### src/rtl/tl_tick_gen.sv
// GO tick timebase for the four-way traffic-light controller, with
// debounced PAUSE (freeze toggle) and STEP (single tick while frozen) buttons.
module tl_tick_gen #(
  parameter int unsigned DIV       = 50,
  parameter int unsigned DB_CYCLES = 4,
  parameter int unsigned CW        = $clog2(DIV)
) (
  input  logic          CLK,
  input  logic          RST,
  input  logic          PAUSE_BTN,
  input  logic          STEP_BTN,
  output logic          GO,
  output logic          PAUSED,
  output logic [CW-1:0] PRESC
);

  localparam int unsigned NBTN    = 2;
  localparam int unsigned DBW     = (DB_CYCLES > 1) ? $clog2(DB_CYCLES) : 1;
  localparam logic [DBW-1:0] DB_LAST = DBW'(DB_CYCLES - 1);
  localparam logic [CW-1:0]  P_LAST  = CW'(DIV - 1);

  typedef enum logic {
    ST_RUN    = 1'b0,
    ST_PAUSED = 1'b1
  } state_t;

  state_t              state;
  logic [CW-1:0]       p;
  logic                go_q;
  logic [NBTN-1:0]     btn;
  logic [NBTN-1:0]     s1;
  logic [NBTN-1:0]     s2;
  logic [NBTN-1:0]     db;
  logic [NBTN-1:0]     db_d;
  logic [NBTN-1:0]     press;
  logic [DBW-1:0]      cnt [NBTN];
  logic                pause_press;
  logic                step_press;

  assign btn         = {STEP_BTN, PAUSE_BTN};
  assign press       = db & ~db_d;
  assign pause_press = press[0];
  assign step_press  = press[1];

  // Two-flop synchroniser, then a level debouncer that needs DB_CYCLES stable samples.
  always_ff @(posedge CLK or negedge RST) begin
    if (!RST) begin
      s1   <= '0;
      s2   <= '0;
      db   <= '0;
      db_d <= '0;
      for (int i = 0; i < NBTN; i++) cnt[i] <= '0;
    end else begin
      s1   <= btn;
      s2   <= s1;
      db_d <= db;
      for (int i = 0; i < NBTN; i++) begin
        if (s2[i] == db[i]) begin
          cnt[i] <= '0;
        end else if (cnt[i] == DB_LAST) begin
          db[i]  <= s2[i];
          cnt[i] <= '0;
        end else begin
          cnt[i] <= cnt[i] + DBW'(1);
        end
      end
    end
  end

  // Prescaler and run/pause FSM; a pause press always wins over a step press.
  always_ff @(posedge CLK or negedge RST) begin
    if (!RST) begin
      state <= ST_RUN;
      p     <= '0;
      go_q  <= 1'b0;
    end else begin
      case (state)
        ST_RUN: begin
          if (pause_press) begin
            state <= ST_PAUSED;
            go_q  <= 1'b0;
          end else if (p == P_LAST) begin
            p    <= '0;
            go_q <= 1'b1;
          end else begin
            p    <= p + CW'(1);
            go_q <= 1'b0;
          end
        end
        ST_PAUSED: begin
          if (pause_press) begin
            // Resume from the held count; a withheld wrap tick fires now.
            state <= ST_RUN;
            if (p == P_LAST) begin
              p    <= '0;
              go_q <= 1'b1;
            end else begin
              p    <= p + CW'(1);
              go_q <= 1'b0;
            end
          end else begin
            go_q <= step_press;
          end
        end
        default: begin
          state <= ST_RUN;
          go_q  <= 1'b0;
        end
      endcase
    end
  end

  assign GO     = go_q;
  assign PAUSED = (state == ST_PAUSED);
  assign PRESC  = p;

endmodule

### config.mk
export PLATFORM = sky130hd
export DESIGN_NAME = tl_tick_gen
export DESIGN_NICKNAME = d
export VERILOG_FILES = /design/src/rtl/tl_tick_gen.sv
export SDC_FILE = /design/constraint.sdc
export NUM_CORES = 1
export LEC_CHECK = 0
export CAP_MARGIN = 40
export CORE_MARGIN = 2
export CORE_UTILIZATION = 35
export CTS_CLUSTER_SIZE = 10
export DETAILED_ROUTE_END_ITERATION = 16
export SYNTH_ARGS = -nofsm -noshare
export SYNTH_HDL_FRONTEND = slang
export SYNTH_SLANG_ARGS = --single-unit
### constraint.sdc
create_clock -name CLK -period 1.37 [get_ports CLK]
set_input_delay 0.3425 -clock CLK [delete_from_list [all_inputs] [get_ports CLK]]
set_output_delay 0.3425 -clock CLK [all_outputs]
set_load 0.005 [all_outputs]
==> impl_metrics.env <==
export IMPL_status="finished, violations left"
export IMPL_violations="negative setup slack"
export IMPL_num_rows=17
export IMPL_post_route_period_util_pct=101
export IMPL_drive_gt1_share_pct=33.7
export IMPL_design_core_area_sq_um=2210
export IMPL_routed_wirelength_mm=1.43
export IMPL_slew_limit_headroom_pct=83.1
export IMPL_synth_adder_area_share_pct=6.14
export IMPL_worst_slack_ns=-0.0118
export IMPL_seq_area_frac_synth_pct=61.4
export IMPL_cts_sinks=20
export IMPL_synth_distinct_cells=27
export IMPL_setup_viol=2
export IMPL_tightestPinTransition_ns=0.254
export IMPL_crit_top_cell="buf_6"
export IMPL_worst_hold_path_endpoint="s2[0]"
export IMPL_place_detailed_hpwl_um=982
export IMPL_dr_pass1_iters=2
export IMPL_reg2reg_from="PAUSED"
export IMPL_cp_end_kind="flip-flop"
export IMPL_syn_nets=70
export IMPL_syn_area_sq_um=815
export IMPL_critPathArrivalTime_ns=1.60
export IMPL_grt_pass1_wl_mm=2.40
export IMPL_holdWs_ns=0.360
export IMPL_yosysTopAreaCell="dfrtp_1"
export IMPL_dr_wl_met2_um=747
export IMPL_critPathMaxStageDelay_ns=0.41
export IMPL_finalCriticalPeriod_ns=1.38
export IMPL_wire_per_inst_um=11.9
export IMPL_layout_common_cells="20 x dfrtp_1, 13 x buf_4, 7 x dlygate4sd2_1"
export IMPL_route_detailed_drc=0
export IMPL_hold_class="flip-flop to flip-flop"
export IMPL_port_buffers=11
export IMPL_yosysTopAreaCellShare_pct=61.4
export IMPL_finalSetupTns_ns=-0.0235
export IMPL_start_kind="flip-flop"
export IMPL_top_layer="met4"
export IMPL_power_density_nw_per_um2=2320
export IMPL_cts_tree="built"
export IMPL_clkSlewWorstSetupHoldPaths_ns=0.10
export IMPL_detail_route_iter0_violations=3
export IMPL_reg2reg_depth=6
export IMPL_r2r_setup_slack_ns=-0.01
export IMPL_clock_latency_ns=0.28
export IMPL_synth_cells=62
export IMPL_grt_pass1_vias=574
export IMPL_yosysWarnings=0
export IMPL_clk_path_buf_depth=2
export IMPL_combPwrFrac_pct=53.2
export IMPL_cp_num_buf_inv=3
export IMPL_fp_dieH_um=52.2
export IMPL_drv_slew=0
export IMPL_area_growth_pct=37.2
export IMPL_synth_seq_cells=20
export IMPL_syn_area_per_cell_sq_um=13.1
export IMPL_h_tree_depth=1
export IMPL_reg2reg_to="PRESC[4]"
export IMPL_grt_max_degree=21
export IMPL_finalPower_w=0.00259
export IMPL_gr_total_overflow=0
export IMPL_die_area_sq_um=2730
export IMPL_start_util_pct=36.8
export IMPL_holdCritStartpoint="s1[0]"
export IMPL_synth_mux_area_share_pct=2.76
export IMPL_drtAntennaViolNets=0
export IMPL_fillers=201
export IMPL_holdPathStages=0
export IMPL_p_clk_share_pct=9.9
export IMPL_internal_power_w=0.00171
export IMPL_synth_compound_area_share_pct=6.61
export IMPL_track_usage_pct=12.2
export IMPL_fmax_mhz=724
export IMPL_cp_max_fo=7
export IMPL_pwr_share_seq_pct=36.8
export IMPL_wl_met1_um=630
export IMPL_rsz0062_at_grt="yes"
export IMPL_p_switching_w=0.000884
export IMPL_cp_required_ns=1.59
export IMPL_path_cells="buf_6 > buf_6 > xnor2_4 > inv_2 > or3_4 > o21ai_2"
export IMPL_skew_ns=0.00308
export IMPL_synth_simple_area_share_pct=14.6
export IMPL_finalHoldViolCount=0
export IMPL_sw_frac_of_total_pct=34.1
export IMPL_gp_congestion=0.759
export IMPL_cpLargestDelayFamily="flip-flops"
export IMPL_synth_top_family_by_area="simple AND/OR/NAND/NOR gates"
export IMPL_wl_met3_um=33
export IMPL_synth_xor_area_share_pct=6.61
export IMPL_antenna_found_initial=0
export IMPL_maxCapViolCount=0
export IMPL_synthTopCellsByArea="dfrtp_1 61%, ha_1 6.1%, xnor2_4 3.4%, mux2_2 2.8%, xnor2_1 2.2%"
export IMPL_via_per_inst=4.58
export IMPL_num_vias=549
export IMPL_num_io_pins=12
export IMPL_criticalPathCategory="flip-flop to flip-flop"
export IMPL_diodes=0
export IMPL_layout_nets=102
export IMPL_ir_worst_vdd_v=0.00100
export IMPL_total_leakage_power_nw=0.545
export IMPL_crit_slowest_cell="dfrtp_1"
export IMPL_cts_made_buffers=3
export IMPL_dieWidth_um=52.2
export IMPL_root_buffer="clkbuf_4"
export IMPL_final_common_cell="dfrtp_1"
==> cell type report <==
class	count	area, sq um	share of cell area, %
Clock buffer	3	22.5	2.02
Timing Repair Buffer	27	228	20.4
Inverter	4	15.0	1.34
Sequential cell	20	500	44.8
Tap cell	28	35.0	3.14
Multi-Input combinational cell	38	317	28.3
==> flip-flops by register name, summed over array words and instances (netlist names) <==
| signal | count |
|---|---|
| s1 | 2 |
| PAUSED | 1 |
| db | 2 |
| PRESC | 6 |
| s2 | 2 |
| GO | 1 |
| cnt | 4 |
| db_d | 2 |
==> how the worst max path moves through the flow <==
| stage | start | to | slack (ns) | cells past startpoint |
|---|---|---|---|---|
| 6_report | PAUSED | PRESC[4] | -0.01 | 6 |
| 5_1_grt | PRESC[0] | GO | -0.07 | 4 |
| 4_1_cts | PAUSED | PRESC[4] | -0.03 | 6 |
| 3_5_place_dp | PRESC[0] | GO | 0.01 | 4 |
| 3_3_place_gp | PRESC[0] | GO | 0.05 | 4 |
| 2_1_floorplan | PRESC[0] | GO | 0.05 | 4 |
==> power by group through the flow <==
stage          sequential [W]  combinational, W  clock [W]
6_report             0.000955           0.00138   0.000257
5_1_grt              0.000984           0.00151   0.000301
4_1_cts              0.000955           0.00120   0.000274
3_5_place_dp          0.00102           0.00112          0
3_3_place_gp          0.00101           0.00110          0
2_1_floorplan         0.00103          0.000529          0
==> per-stage QoR <==
step / cells / utilization [%] / worst slack [ns] / cell area (sq um)
after floorplan: 62 / - / 0.0486 / 815
after global placement: 109 / 46.1 / 0.0452 / 1020
after detailed placement: 109 / 46.1 / 0.0107 / 1020
after CTS: 117 / 48.6 / -0.0278 / 1070
after global routing: 120 / 50.5 / -0.0712 / 1120
final: 120 / 50.5 / -0.0118 / 1120
==> worst reg2reg max path: stages, from the launching register on <==
cell,delay (ns)
dfrtp_1,0.41
buf_6,0.13
buf_6,0.12
xnor2_4,0.15
inv_2,0.09
or3_4,0.37
o21ai_2,0.05
==> synthesized netlist by cell type <==
master	count
o21ai_2	1
a21o_1	1
nor2b_1	1
a21o_2	1
o31ai_1	1
ha_1	4
inv_2	1
o21ai_0	2
xnor2_4	1
and3_1	1
nor4bb_1	1
nand2_1	3
a21oi_1	1
nand4_1	2
nand3_1	2
xor2_1	1
or3_1	2
inv_1	3
xnor2_1	2
mux2_2	2
and2_1	1
nor3_1	3
o22ai_1	1
nor2b_4	1
nor2_1	2
nor3b_1	1
dfrtp_1	20
==> metal layers <==
metal  global-route usage (%)  vias up
li1                         -      276
met1                     14.4      265
met2                     20.9        6
met3                     2.57        2
met4                     6.41        0
met5                        0        -
==> cell families (layout without fill, tap and decap cells) <==
family / after synthesis / count (layout)
xor gates and xnor gates: 4 / 4
muxes: 2 / 2
adders and majority gates: 4 / 4
and+or+nand+nor: 20 / 20
DFF: 20 / 20
buffers and inverters: 4 / 34
AOI/OAI and AO/OA: 8 / 8
==> repair_timing <==
action | 4_1_cts | 5_1_grt
setup endpoints to repair | 9 | 8
setup buffers | 6 | 3
hold buffers | 0 | 0
gates resized for setup | 10 | 9
pin swaps | 3 | 1
(Power assumes the default switching activity.)
